File: src/rtl/p18_field_arbiter_if.sv
// Single-port playfield row-memory bus: the arbiter drives it, the RAM answers
// with read data one cycle after an enabled read.
interface p18_field_arbiter_if #(
  parameter int AW    = 5,
  parameter int WIDTH = 13
);
  logic             mem_en;
  logic             mem_we;
  logic [AW-1:0]    mem_addr;
  logic [WIDTH-1:0] mem_wdata;
  logic [WIDTH-1:0] mem_rdata;

  modport master (output mem_en, mem_we, mem_addr, mem_wdata, input mem_rdata);
  modport slave  (input mem_en, mem_we, mem_addr, mem_wdata, output mem_rdata);
endinterface

File: src/rtl/p18_field_arbiter.sv
// Playfield memory arbiter: display reads beat the shift-up/insert engine, which
// beats game-logic access; SPI garbage lines queue in a small FIFO.
//
// state | meaning
// IDLE  | no sequence; game may access memory when the FIFO is empty
// CHK   | read row 0 (overflow probe), set r = 1
// RD    | read row r; first RD also judges row 0 for overflow
// WR    | write captured row r into row r-1, advance r or finish
// INS   | write FIFO head into the bottom row and pop
module p18_field_arbiter #(
  parameter int ROWS  = 20,
  parameter int WIDTH = 13,
  parameter int AW    = 5,
  parameter int DEPTH = 4
) (
  input  logic             clk,
  input  logic             nRst,
  input  logic             start,
  input  logic             spi_write,
  input  logic [WIDTH-1:0] spi_line,
  output logic             line_dropped,
  input  logic             disp_req,
  input  logic [AW-1:0]    disp_row,
  output logic             disp_valid,
  output logic [WIDTH-1:0] disp_data,
  input  logic             game_req,
  input  logic             game_we,
  input  logic [AW-1:0]    game_row,
  input  logic [WIDTH-1:0] game_wdata,
  output logic             game_ack,
  output logic             game_rvalid,
  output logic [WIDTH-1:0] game_rdata,
  output logic             field_overflow,
  output logic             busy,
  p18_field_arbiter_if.master mem
);
  localparam int PW = $clog2(DEPTH);
  localparam logic [2:0] IDLE = 3'd0;
  localparam logic [2:0] CHK  = 3'd1;
  localparam logic [2:0] RD   = 3'd2;
  localparam logic [2:0] WR   = 3'd3;
  localparam logic [2:0] INS  = 3'd4;
  localparam logic [AW-1:0] LAST = AW'(ROWS - 1);

  logic [2:0]       state;
  logic [AW-1:0]    r;
  logic [WIDTH-1:0] fifo_q [DEPTH];
  logic [PW-1:0]    wr_ptr, rd_ptr;
  logic [PW:0]      count;
  logic [WIDTH-1:0] hold;
  logic             hold_valid, rd_pending;
  logic             eng_go, fifo_empty, fifo_full, push, pop;
  logic [WIDTH-1:0] rd_src;
  logic             en_c, we_c;
  logic [AW-1:0]    addr_c;
  logic [WIDTH-1:0] wdata_c;

  // eng_go: the engine owns the memory this cycle (not stalled, not aborted)
  assign eng_go       = nRst & ~disp_req & ~start & (state != IDLE);
  assign fifo_empty   = (count == '0);
  assign fifo_full    = (count == (PW+1)'(DEPTH));
  assign pop          = eng_go & (state == INS);
  assign push         = nRst & ~start & spi_write & (~fifo_full | pop);
  assign line_dropped = nRst & ~start & spi_write & fifo_full & ~pop;

  // Read data survives a display stall only through the hold register
  assign rd_src         = hold_valid ? hold : mem.mem_rdata;
  assign field_overflow = eng_go & (state == RD) & (r == AW'(1)) & (rd_src != '0);
  assign busy           = (state != IDLE) | ~fifo_empty;
  assign disp_data      = mem.mem_rdata;
  assign game_rdata     = mem.mem_rdata;

  assign mem.mem_en    = en_c;
  assign mem.mem_we    = we_c;
  assign mem.mem_addr  = addr_c;
  assign mem.mem_wdata = wdata_c;

  always_comb begin
    en_c     = 1'b0;
    we_c     = 1'b0;
    addr_c   = '0;
    wdata_c  = '0;
    game_ack = 1'b0;
    if (nRst && disp_req) begin
      en_c   = 1'b1;
      addr_c = disp_row;
    end else if (nRst) begin
      if (state == IDLE) begin
        if (game_req && fifo_empty) begin
          game_ack = 1'b1;
          en_c     = 1'b1;
          we_c     = game_we;
          addr_c   = game_row;
          wdata_c  = game_wdata;
        end
      end else if (!start) begin
        en_c = 1'b1;
        case (state)
          CHK: addr_c = '0;
          RD:  addr_c = r;
          WR: begin
            we_c    = 1'b1;
            addr_c  = r - AW'(1);
            wdata_c = rd_src;
          end
          INS: begin
            we_c    = 1'b1;
            addr_c  = LAST;
            wdata_c = fifo_q[rd_ptr];
          end
          default: en_c = 1'b0;
        endcase
      end
    end
  end

  always_ff @(posedge clk) begin
    if (!nRst) begin
      state       <= IDLE;
      r           <= '0;
      wr_ptr      <= '0;
      rd_ptr      <= '0;
      count       <= '0;
      hold        <= '0;
      hold_valid  <= 1'b0;
      rd_pending  <= 1'b0;
      disp_valid  <= 1'b0;
      game_rvalid <= 1'b0;
    end else begin
      disp_valid  <= disp_req;
      game_rvalid <= game_ack & ~game_we;
      rd_pending  <= eng_go & ((state == CHK) | (state == RD));
      if (start) begin
        state      <= IDLE;
        r          <= '0;
        hold_valid <= 1'b0;
        wr_ptr     <= '0;
        rd_ptr     <= '0;
        count      <= '0;
      end else begin
        if (rd_pending && disp_req) begin
          hold       <= mem.mem_rdata;
          hold_valid <= 1'b1;
        end else if (eng_go) begin
          hold_valid <= 1'b0;
        end
        if (push) begin
          fifo_q[wr_ptr] <= spi_line;
          wr_ptr         <= wr_ptr + 1'b1;
        end
        if (pop) rd_ptr <= rd_ptr + 1'b1;
        if (push && !pop) count <= count + 1'b1;
        else if (pop && !push) count <= count - 1'b1;
        case (state)
          IDLE: if (!fifo_empty) state <= CHK;
          CHK: if (eng_go) begin
            r     <= AW'(1);
            state <= RD;
          end
          RD: if (eng_go) state <= WR;
          WR: if (eng_go) begin
            if (r == LAST) state <= INS;
            else begin
              r     <= r + 1'b1;
              state <= RD;
            end
          end
          INS: if (eng_go) state <= IDLE;
          default: state <= IDLE;
        endcase
      end
    end
  end
endmodule

File: src/flat_wrapper.sv
// flat-port wrapper written by rule: the top's interface ports become plain ports
module p18_field_arbiter_flat 
#(
  parameter int ROWS  = 20,
  parameter int WIDTH = 13,
  parameter int AW    = 5,
  parameter int DEPTH = 4
)
  (clk, nRst, start, spi_write, spi_line, line_dropped, disp_req, disp_row, disp_valid, disp_data, game_req, game_we, game_row, game_wdata, game_ack, game_rvalid, game_rdata, field_overflow, busy, mem_mem_en, mem_mem_we, mem_mem_addr, mem_mem_wdata, mem_mem_rdata);
  p18_field_arbiter_if #(.AW(AW), .WIDTH(WIDTH)) mem_i ();
  input  logic clk;
  input  logic nRst;
  input  logic start;
  input  logic spi_write;
  input  logic [WIDTH-1:0] spi_line;
  output logic line_dropped;
  input  logic disp_req;
  input  logic [AW-1:0] disp_row;
  output logic disp_valid;
  output logic [WIDTH-1:0] disp_data;
  input  logic game_req;
  input  logic game_we;
  input  logic [AW-1:0] game_row;
  input  logic [WIDTH-1:0] game_wdata;
  output logic game_ack;
  output logic game_rvalid;
  output logic [WIDTH-1:0] game_rdata;
  output logic field_overflow;
  output logic busy;
  output wire logic [$bits(mem_i.mem_en)-1:0] mem_mem_en;
  output wire logic [$bits(mem_i.mem_we)-1:0] mem_mem_we;
  output wire logic [$bits(mem_i.mem_addr)-1:0] mem_mem_addr;
  output wire logic [$bits(mem_i.mem_wdata)-1:0] mem_mem_wdata;
  input wire logic [$bits(mem_i.mem_rdata)-1:0] mem_mem_rdata;
  assign mem_mem_en = mem_i.mem_en;
  assign mem_mem_we = mem_i.mem_we;
  assign mem_mem_addr = mem_i.mem_addr;
  assign mem_mem_wdata = mem_i.mem_wdata;
  assign mem_i.mem_rdata = mem_mem_rdata;
  p18_field_arbiter #(.ROWS(ROWS), .WIDTH(WIDTH), .AW(AW), .DEPTH(DEPTH)) u_core (.clk(clk), .nRst(nRst), .start(start), .spi_write(spi_write), .spi_line(spi_line), .line_dropped(line_dropped), .disp_req(disp_req), .disp_row(disp_row), .disp_valid(disp_valid), .disp_data(disp_data), .game_req(game_req), .game_we(game_we), .game_row(game_row), .game_wdata(game_wdata), .game_ack(game_ack), .game_rvalid(game_rvalid), .game_rdata(game_rdata), .field_overflow(field_overflow), .busy(busy), .mem(mem_i));
endmodule
File: config.mk
export PLATFORM = sky130hd
export DESIGN_NAME = p18_field_arbiter_flat
export DESIGN_NICKNAME = d
export VERILOG_FILES = /design/src/rtl/p18_field_arbiter_if.sv /design/src/rtl/p18_field_arbiter.sv /design/src/flat_wrapper.sv
export SDC_FILE = /design/constraint.sdc
export NUM_CORES = 1
export LEC_CHECK = 0
export CORE_MARGIN = 1.5
export CORE_UTILIZATION = 30
export CTS_BUF_LIST = sky130_fd_sc_hd__clkbuf_8
export DETAILED_ROUTE_END_ITERATION = 7
export DONT_BUFFER_PORTS = 1
export PLACE_DENSITY_LB_ADDON = 0.1
export REMOVE_ABC_BUFFERS = 1
export SYNTH_ARGS = -nofsm -noshare
export SYNTH_HDL_FRONTEND = slang
export SYNTH_SLANG_ARGS = --single-unit
export TNS_END_PERCENT = 20
File: constraint.sdc
create_clock -name clk -period 6.77 [get_ports clk]
set_input_delay 1.354 -clock clk [delete_from_list [all_inputs] [get_ports clk]]
set_output_delay 1.354 -clock clk [all_outputs]
set_load 0.02 [all_outputs]
==> results.md, run 1 <==
* H-tree level count at 3
* Slew Limit Fails at 0
* Vias in the first global route at 2721
* Residual DRC count at 0
* CTS Buf Count at 9
* Clock tree sinks at 86
* Hold Vio Cnt, Final at 0
* FP Rows at 43
* Top Ports at 108
* Worst path max stage delay at 0.65 ns
* Pin count of the biggest net entering global routing at 22
* Final GP Congestion at 0.766
* Commonest non-fill, non-tap cell in the layout: nand2_1
* CP top delay family: simple AND/OR/NAND/NOR gates
* Setup WS post-layout at 2.69 ns
* Final design area excluding fillers at 0.00442 mm2
* Flops & latches, synth at 86
* Min-Delay Path Class: reg2reg
* Final #Nets at 407
* Fin Clk Skew at 0.0106 ns
* Routed Wire Length at 9830 um
* Final Cycle Share at 60.3%
* Initial antenna violation count at 0
* Synth async-reset ratio at 0%
* Share of layout cells above drive strength 1 at 10.4%
* Total GRT Usage at 13.6%
* CTS clk-pin slew, worst paths at 0.08 ns
* Critical Path Sink Type: output pin
* Arrival @ worst endpoint at 2.73 ns
* Library cells used by synthesis at 52
* Post-synth top flop: edfxtp_1
* Min cycle time layout at 4.08 ns
* Initial DRC count at 168
* Grt total ovfl at 0
* Worst IR drop on VDD at 0.0739 mV
* Sequential area share after synthesis at 52.2%
* DP HPWL at 6890 um
* Pre-CTS setup slack at 2.65 ns
* Antenna Violating Nets Remaining at 0
* Initial Util at 30.8%
* DP Area at 0.00424 mm2
* Leak at 1.33 nW
* EDFF count, synth at 52
* Final setup vio count at 0
* Die Ht at 123 um
* Cell count after synthesis at 379
* Pwr Density at 215 mW/mm2
* CTS Buffer Depth at 2
* Root Buffer: clkbuf_8
* RSZ-0062 raised after global routing: no
* Setup Fix Bufs, Post-CTS at 0
* Count of cells resized by post-cts repair at 0
* Worst setup path class: in2out
* Die Area at 0.0150 mm2
* Worst path required time at 5.42 ns
* Buf/Inv on CP at 0
* CTS tree: done
* Setup TNS at 0 ns
* FMAX at 0.245 GHz
* Drt wl/cell at 18.6 um
* Hold_buf cts at 0
* CP max-delay cell: o211ai_1
* Vias at 2689
* CP Cell Sequence: nor3b_2, nand3_1, o211ai_1
* Hold Slack at 0.456 ns
* Number of synthesis warnings at 0
* Cell area after synthesis at 0.00430 mm2
* Syn_area_per_cell at 11.3 um2
* MaxCap Viol Count at 0
* DIE WIDTH at 123 um
* Fin util at 31.7%
* # diodes at 0
* Worst slew pin tran at 0.980 ns
* Status: finished, final reports clean
* Floorplan core area at 0.0139 mm2
* PortBufs at 0
* Area grow syn2layout at 2.91%
* Clk_lat worst skew at 0.37 ns
* Max-slew headroom at 34.4%
* Critical-path maximum fanout at 14
* Commonest cells after routing, fill and taps aside: 60 x nand2_1, 52 x edfxtp_1, 34 x dfxtp_1, 18 x nand3_1, 17 x mux2i_1
* CP startpoint kind: input port
* Initial DRT Pass Iterations at 4
* First-pass GRT wire length at 15000 um
* Drt via density at 5.10
worst reg2reg max path, delay by kind of cell, from the launching register on:
family | cells | cell delay [ns]
compound gates | 2 | 0.61
xor+xnor | 1 | 0.16
fa+ha+maj | 2 | 0.69
buf+inv | 1 | 0.07
flops | 1 | 0.54
simple gates | 3 | 1.54
stage by stage:
step | std cells | total power, mW
2_1_floorplan | 330 | 0.613
3_3_place_gp | 511 | 0.624
3_5_place_dp | 511 | 0.624
4_1_cts | 527 | 0.964
5_1_grt | 527 | 0.989
6_report | 527 | 0.949
final cells by class:
type,count,area [um2]
Clock inverter,7,57.6
Inverter,7,26.3
Timing Repair Buffer,1,7.51
Fill cell,1424,9510
Clock buffer,9,124
Sequential cell,86,2240
Multi-Input combinational cell,237,1740
Tap cell,180,225
worst paths after layout:
check,from,endpoint,slack (ns),cells after the start
max,start,mem_mem_wdata[4],2.69,3
min reg2reg,u_core.hold[9],u_core.hold[9],0.46,2
min,u_core.hold[9],u_core.hold[9],0.46,2
max reg2reg,u_core.state[0],u_core.count[2],3.11,9
report_power, final:
part,switching (mW),internal [mW],total (mW)
clock network,0.200,0.138,0.337
registers,0.00463,0.559,0.564
logic,0.0303,0.0169,0.0472
total,0.235,0.714,0.949
sequential cells by signal (all words and copies together) (netlist names), named ones only:
name and flops:
u_core.r 5, u_core.disp_valid 1, u_core.wr_ptr 2, u_core.hold_valid 1, u_core.state 3, u_core.count 3, u_core.fifo_q 52, u_core.rd_ptr 2
u_core.rd_pending 1, u_core.game_rvalid 1, u_core.hold 13
Yosys cell counts, drive strengths merged (3+ instances only):
library cell | instances | area share (%)
or2 | 3 | 0.44
mux2i | 17 | 4.0
nor4 | 5 | 0.73
ha | 8 | 2.3
o211ai | 14 | 2.4
nor2b | 4 | 0.58
nor3 | 7 | 0.82
nand2 | 60 | 5.2
nor2 | 15 | 1.3
xnor2 | 3 | 0.61
o21ai | 5 | 0.58
clkbuf | 15 | 1.3
and2 | 5 | 0.73
nand3 | 18 | 2.1
dfxtp | 34 | 16
buf | 33 | 5.4
edfxtp | 52 | 36
a21boi | 13 | 2.4
inv | 7 | 0.61
a21oi | 7 | 0.82
or3 | 4 | 0.58
mux4 | 13 | 6.8
xor2 | 7 | 1.4
a221o | 4 | 0.93
per-layer routing:
layer / vias up / global-route usage (%) / part of all wire, %
met3: 16 / 3.49 / 5.6
li1: 1278 / - / -
met2: 79 / 21.9 / 47
met4: 0 / 6.40 / 2.0
met1: 1316 / 17.2 / 46
met5: - / 0 / 0
logic make-up after synthesis:
| family | after synthesis | synth area share, % |
|---|---|---|
| AO/OA/AOI/OAI | 54 | 9.53 |
| XOR/XNOR | 10 | 2.04 |
| adder cells (fa/ha/maj) | 9 | 2.80 |
| buffers and inverters | 56 | 7.49 |
| flip-flops | 86 | 52.2 |
| multiplexers | 31 | 11.0 |
| AND/OR/NAND/NOR | 133 | 14.9 |
(Power assumes the default switching activity.)
==> run 2: changes to the inputs <==
==> constraint.sdc (replaced) <==
create_clock -name clk -period 4.1 [get_ports clk]
set_input_delay 0.82 -clock clk [delete_from_list [all_inputs] [get_ports clk]]
set_output_delay 0.82 -clock clk [all_outputs]
set_load 0.02 [all_outputs]
==> results.md, run 2 (same netlist as run 1, synthesis figures left out) <==
* Worst setup path class: reg2out
* Levels on crit path at 3 (unchanged)
* Critical Path Sink Type: output pin
* Register area at 0.00224 mm2 (unchanged)
* Initial Util at 30.8% (unchanged)
* Top flop regs: u_core.fifo_q x52, u_core.hold x13, u_core.r x5
* Final Cycle Share at 82.0%
* Area grow syn2layout at 3.93%
* Count of cells resized by post-cts repair at 0 (unchanged)
* Max FFs per register at 52 (unchanged)
* CTS clk-pin slew, worst paths at 0.10 ns (+0.02 ns)
* CP top delay family: simple AND/OR/NAND/NOR gates
* First-pass GRT wire length at 15200 um (+1.2%)
* Vias at 2656 (-1.2%)
* Initial DRC count at 155 (-7.7%)
* Max-slew headroom at 34.4% (-0.051 points)
* CP max-delay cell: o211ai_1
* Total GRT Usage at 13.8% (+0.20 points)
* Drt wl/cell at 18.7 um (+0.33%)
* Commonest cells after routing, fill and taps aside: 60 x nand2_1, 52 x edfxtp_1, 34 x dfxtp_1, 18 x nand3_1, 17 x mux2i_1
* CP startpoint kind: flip-flop
* Worst path required time at 3.28 ns (-2.14 ns)
* Hold Vio Cnt, Final at 0 (unchanged)
* FMAX at 0.297 GHz
* Initial DRT Pass Iterations at 4 (unchanged)
* Die Area at 0.0150 mm2 (unchanged)
* FP Rows at 43 (unchanged)
* Clock tree sinks at 86 (unchanged)
* PortBufs at 0 (unchanged)
* CP Cell Sequence: nor2b_1, nand3_1, o211ai_1
* Fill count at 1393 (-2.2%)
* CP Capture Point: mem_mem_wdata[2]
* Final GP Congestion at 0.739 (-3.5%)
* Placed cells at 514 (+0.59%)
* Layout Cells excl Fill at 530 (+0.57%)
* Initial antenna violation count at 0 (unchanged)
* Slew Limit Fails at 0 (unchanged)
* Fin Clk Skew at 0.0149 ns (+0.00427 ns)
* Root Buffer: clkbuf_8
* Hold_buf cts at 0 (unchanged)
* Hold Crit Depth at 2 (unchanged)
* CTS Buffer Depth at 2 (unchanged)
* RSZ-0062 raised after global routing: no
* Arrival @ worst endpoint at 2.54 ns (-0.19 ns)
* Commonest non-fill, non-tap cell in the layout: nand2_1
* Drt via density at 5.01 (-1.8%)
* Reg-to-reg slack, setup at 0.95 ns (-2.16 ns)
* Pwr Total at 1.64 mW (+73%)
* Clk_lat worst skew at 0.37 ns (about the same)
* Final #Nets at 410 (+0.74%)
* Pwr Density at 368 mW/mm2 (+71%)
* DIE WIDTH at 123 um (unchanged)
* Antenna Violating Nets Remaining at 0 (unchanged)
* Critical-path maximum fanout at 14 (unchanged)
* Buf/Inv on CP at 0 (unchanged)
* Min cycle time layout at 3.36 ns
* Worst slew pin tran at 0.981 ns (+0.000760 ns)
* Top reg by flops: u_core.fifo_q
* MaxCap Viol Count at 0 (unchanged)
* Top Ports at 108 (unchanged)
* Floorplan core area at 0.0139 mm2 (unchanged)
* Multi-input gate area in the final layout at 0.00174 mm2 (unchanged)
* Final setup vio count at 0 (unchanged)
* Leak at 1.36 nW (+1.9%)
* Hold Slack at 0.457 ns (+0.00103 ns)
* Setup Fix Bufs, Post-CTS at 0 (unchanged)
* Grt total ovfl at 0 (unchanged)
* Worst r2r src: u_core.state[2]
* Die Ht at 123 um (unchanged)
* Min-Delay Path Class: reg2reg
* Worst path max stage delay at 0.66 ns (about the same)
* CTS tree: done
* Status: finished, final reports clean
* Share of layout cells above drive strength 1 at 11.1% (+0.77 points)
* Routed Wire Length at 9910 um (+0.91%)
* CP startpoint: u_core.state[1]
* Pin count of the biggest net entering global routing at 22 (unchanged)
* DP HPWL at 7070 um (+2.7%)
* Vias in the first global route at 2715 (-0.22%)
* Worst IR drop on VDD at 0.120 mV (+62%)
* Residual DRC count at 0 (unchanged)
* # diodes at 0 (unchanged)
* Reg2reg end: u_core.count[2]
* CTS Buf Count at 9 (unchanged)
* H-tree level count at 3 (unchanged)
* R2R cell count at 9 (unchanged)
==> run 2: cell types whose count changed in the layout (fill, tap and decap cells not counted), sizes merged <==
cell / change
bufinv: +1
buf: +3
inv: +2
clkinv: -3
==> run 2: power by group <==
group	switching [mW]	total, mW	internal [mW]
registers	0.00748	0.931	0.924
clock network	0.340	0.630	0.290
logic	0.0506	0.0799	0.0293
total	0.398	1.64	1.24
==> run 2: worst min-delay path by stage <==
| stage | from | end | slack, ns |
|---|---|---|---|
| floorplan | u_core.hold[0] | u_core.hold[0] | 0.43 |
| global placement | u_core.hold[6] | u_core.hold[6] | 0.44 |
| detailed placement | u_core.hold[9] | u_core.hold[9] | 0.45 |
| CTS | u_core.hold[9] | u_core.hold[9] | 0.46 |
| global route | u_core.hold[10] | u_core.hold[10] | 0.47 |
| finish | u_core.hold[3] | u_core.hold[3] | 0.46 |
==> run 2: per-stage QoR <==
| stage | area [um2] | TNS, ns | worst slack (ns) | utilization [%] |
|---|---|---|---|---|
| finish | 4460 | 0 | 0.738 | 32.0 |
| global route | 4460 | 0 | 0.512 | 32.0 |
| CTS | 4460 | 0 | 0.694 | 32.0 |
| detailed placement | 4260 | 0 | 0.694 | 30.6 |
| global placement | 4260 | 0 | 0.810 | 30.6 |
| floorplan | 4000 | -2.59 | -0.218 | - |
==> run 2: layout make-up <==
class,count,share of cell area [%]
inverter,7,0.589
timing repair buffer,4,0.673
tap,180,5.04
multi-input combinational,237,38.9
sequential,86,50.2
clock buffer,9,2.77
clock inverter,7,1.77
==> run 2: worst reg2reg max path, delay by kind of cell, from the launching register on <==
kind,cells,cell delay [ns]
compound gates,2,0.53
flops,1,0.59
fa+ha+maj,2,0.69
simple gates,3,1.04
xor+xnor,1,0.16
buf+inv,1,0.07
==> run 2: metal layers <==
metal  global-route usage [%]  share of wire, %
met5                        0                 0
met4                     5.67               1.7
met3                     4.09               6.6
met2                     22.2                46
met1                     17.4                46
==> run 3: changes to the inputs <==
==> constraint.sdc (replaced) <==
create_clock -name clk -period 3.15 [get_ports clk]
set_input_delay 0.63 -clock clk [delete_from_list [all_inputs] [get_ports clk]]
set_output_delay 0.63 -clock clk [all_outputs]
set_load 0.02 [all_outputs]
==> results.md, run 3 (same netlist as run 1, synthesis figures left out) <==
* Top Ports at 108 (unchanged)
* Status: finished, final reports clean
* Worst slew pin tran at 0.858 ns (-0.123 ns)
* Commonest non-fill, non-tap cell in the layout: nand2_1
* Initial DRT Pass Iterations at 7 (+3)
* Pwr Density at 454 mW/mm2 (+23%)
* Top flop regs: u_core.fifo_q x52, u_core.hold x13, u_core.r x5
* Clock tree sinks at 86 (unchanged)
* Root Buffer: clkbuf_8
* Arrival @ worst endpoint at 2.31 ns (-0.23 ns)
* Count of cells resized by post-cts repair at 0 (unchanged)
* Initial antenna violation count at 0 (unchanged)
* Worst path required time at 2.52 ns (-0.76 ns)
* Die Area at 0.0150 mm2 (unchanged)
* Min-Delay Path Class: in2reg
* Share of layout cells above drive strength 1 at 14.3% (+3.2 points)
* DIE WIDTH at 123 um (unchanged)
* Total GRT Usage at 14.2% (+0.34 points)
* Reg-to-reg slack, setup at 0.59 ns (-0.36 ns)
* PortBufs at 0 (unchanged)
* Drt via density at 5.07 (+1.2%)
* Final design area excluding fillers at 0.00454 mm2 (+1.8%)
* Worst setup path class: reg2out
* Slew Limit Fails at 0 (unchanged)
* Worst r2r src: u_core.state[2]
* Die Ht at 123 um (unchanged)
* Pwr Total at 2.06 mW (+26%)
* Worst IR drop on VDD at 0.183 mV (+53%)
* Drt wl/cell at 18.6 um (-0.80%)
* Leak at 1.41 nW (+4.3%)
* Initial DRC count at 187 (+21%)
* Routed Wire Length at 10100 um (+1.6%)
* CTS Buffer Depth at 2 (unchanged)
* Min cycle time layout at 2.94 ns
* Max FFs per register at 52 (unchanged)
* Max-slew headroom at 42.7% (+8.4 points)
* Pre-CTS setup slack at 0.541 ns (-0.153 ns)
* CTS Buf Count at 9 (unchanged)
* Area grow syn2layout at 5.77%
* Antenna Violating Nets Remaining at 0 (unchanged)
* Vias at 2755 (+3.7%)
* CTS clk-pin slew, worst paths at 0.09 ns (about the same)
* Setup Fix Bufs, Post-CTS at 0 (unchanged)
* RSZ-0062 raised after global routing: no
* Reg2reg end: u_core.count[2]
* Worst Hold Endpoint: u_core.game_rvalid
* First-pass GRT wire length at 15800 um (+4.3%)
* H-tree level count at 3 (unchanged)
* Setup WS post-layout at 0.207 ns (-0.530 ns)
* CTS tree: done
* Worst path max stage delay at 0.89 ns (+0.23 ns)
* FMAX at 0.340 GHz
* Pin count of the biggest net entering global routing at 22 (unchanged)
* Fin Clk Skew at 0.00870 ns (-0.00619 ns)
* DP Area at 0.00436 mm2 (+2.3%)
* Final #Nets at 423 (+3.2%)
* R2R cell count at 9 (unchanged)
* CP max-delay cell: dfxtp_1
* Commonest cells after routing, fill and taps aside: 60 x nand2_1, 52 x edfxtp_1, 34 x dfxtp_1, 18 x nand3_1
* Final GP Congestion at 0.738 (about the same)
* FP Rows at 43 (unchanged)
* Floorplan core area at 0.0139 mm2 (unchanged)
* DP HPWL at 7140 um (+0.89%)
* Hold Vio Cnt, Final at 0 (unchanged)
* CP startpoint kind: flip-flop
* Critical Path Sink Type: output pin
* Final Cycle Share at 93.4%
* MaxCap Viol Count at 0 (unchanged)
* Vias in the first global route at 2808 (+3.4%)
* # diodes at 0 (unchanged)
* Hold path start: game_we
* CP Cell Sequence: mux2i_1, nand2_1, a211oi_1, nor3_1, buf_4
* Top reg by flops: u_core.fifo_q
* Hold_buf cts at 0 (unchanged)
* Hold Crit Depth at 1 (-1)
* Residual DRC count at 0 (unchanged)
* Final setup vio count at 0 (unchanged)
* Initial Util at 30.8% (unchanged)
* Critical-path maximum fanout at 16 (+2)
* Fin util at 32.6% (+0.57 points)
* Clk_lat worst skew at 0.37 ns (about the same)
* Grt total ovfl at 0 (unchanged)
[run 3: cell count changes in the layout (fill, tap and decap cells not counted)]
cell	change
inv_8	+1
buf_4	+13
clkinv_4	+3
bufinv_16	-1
inv_6	-3
[run 3: area by class of cell]
class                           count  area, um2
Clock buffer                        9        124
Tap cell                          180        225
Fill cell                        1403       9390
Multi-Input combinational cell    237       1740
Timing Repair Buffer               17        128
Inverter                            7       26.3
Sequential cell                    86       2240
Clock inverter                      7       60.1
[run 3: worst max-delay path by stage]
| stage | start | end | slack (ns) | depth (start not counted) |
|---|---|---|---|---|
| floorplan | u_core.state[0] | mem_mem_addr[0] | -0.95 | 3 |
| global placement | u_core.state[1] | mem_mem_wdata[10] | 0.58 | 5 |
| detailed placement | u_core.hold_valid | field_overflow | 0.54 | 5 |
| CTS | u_core.hold_valid | field_overflow | 0.11 | 5 |
| global route | u_core.hold_valid | field_overflow | 0.01 | 5 |
| finish | u_core.hold_valid | field_overflow | 0.21 | 5 |
[run 3: power by group]
part / internal (mW) / total (mW) / switching [mW]
Sequential: 1.20 / 1.21 / 0.00652
Clock: 0.299 / 0.743 / 0.444
Combinational: 0.0405 / 0.109 / 0.0689
Total: 1.54 / 2.06 / 0.519
[run 3: metal layers]
metal / GRT usage [%] / wire (um) / vias up
met5: 0 / 0 / -
met4: 4.58 / 94 / 0
met3: 4.97 / 678 / 8
met2: 21.7 / 4610 / 93
met1: 18.7 / 4700 / 1335
li1: - / - / 1319
[run 3: worst max-delay path: cells and delay by family (launching register included)]
family / cells / cell delay [ns]
flops: 1 / 0.89
compound gates: 1 / 0.36
mux: 1 / 0.35
simple gates: 2 / 0.18
buf+inv: 1 / 0.17
[run 3: metrics by stage]
stage | hold slack (ns) | setup TNS (ns) | cells
5_1_grt | 0.298 | 0 | 543
3_5_place_dp | 0.448 | 0 | 527
6_report | 0.322 | 0 | 543
3_3_place_gp | 0.447 | 0 | 527
4_1_cts | 0.297 | 0 | 543
2_1_floorplan | 0.435 | -17.12 | 330
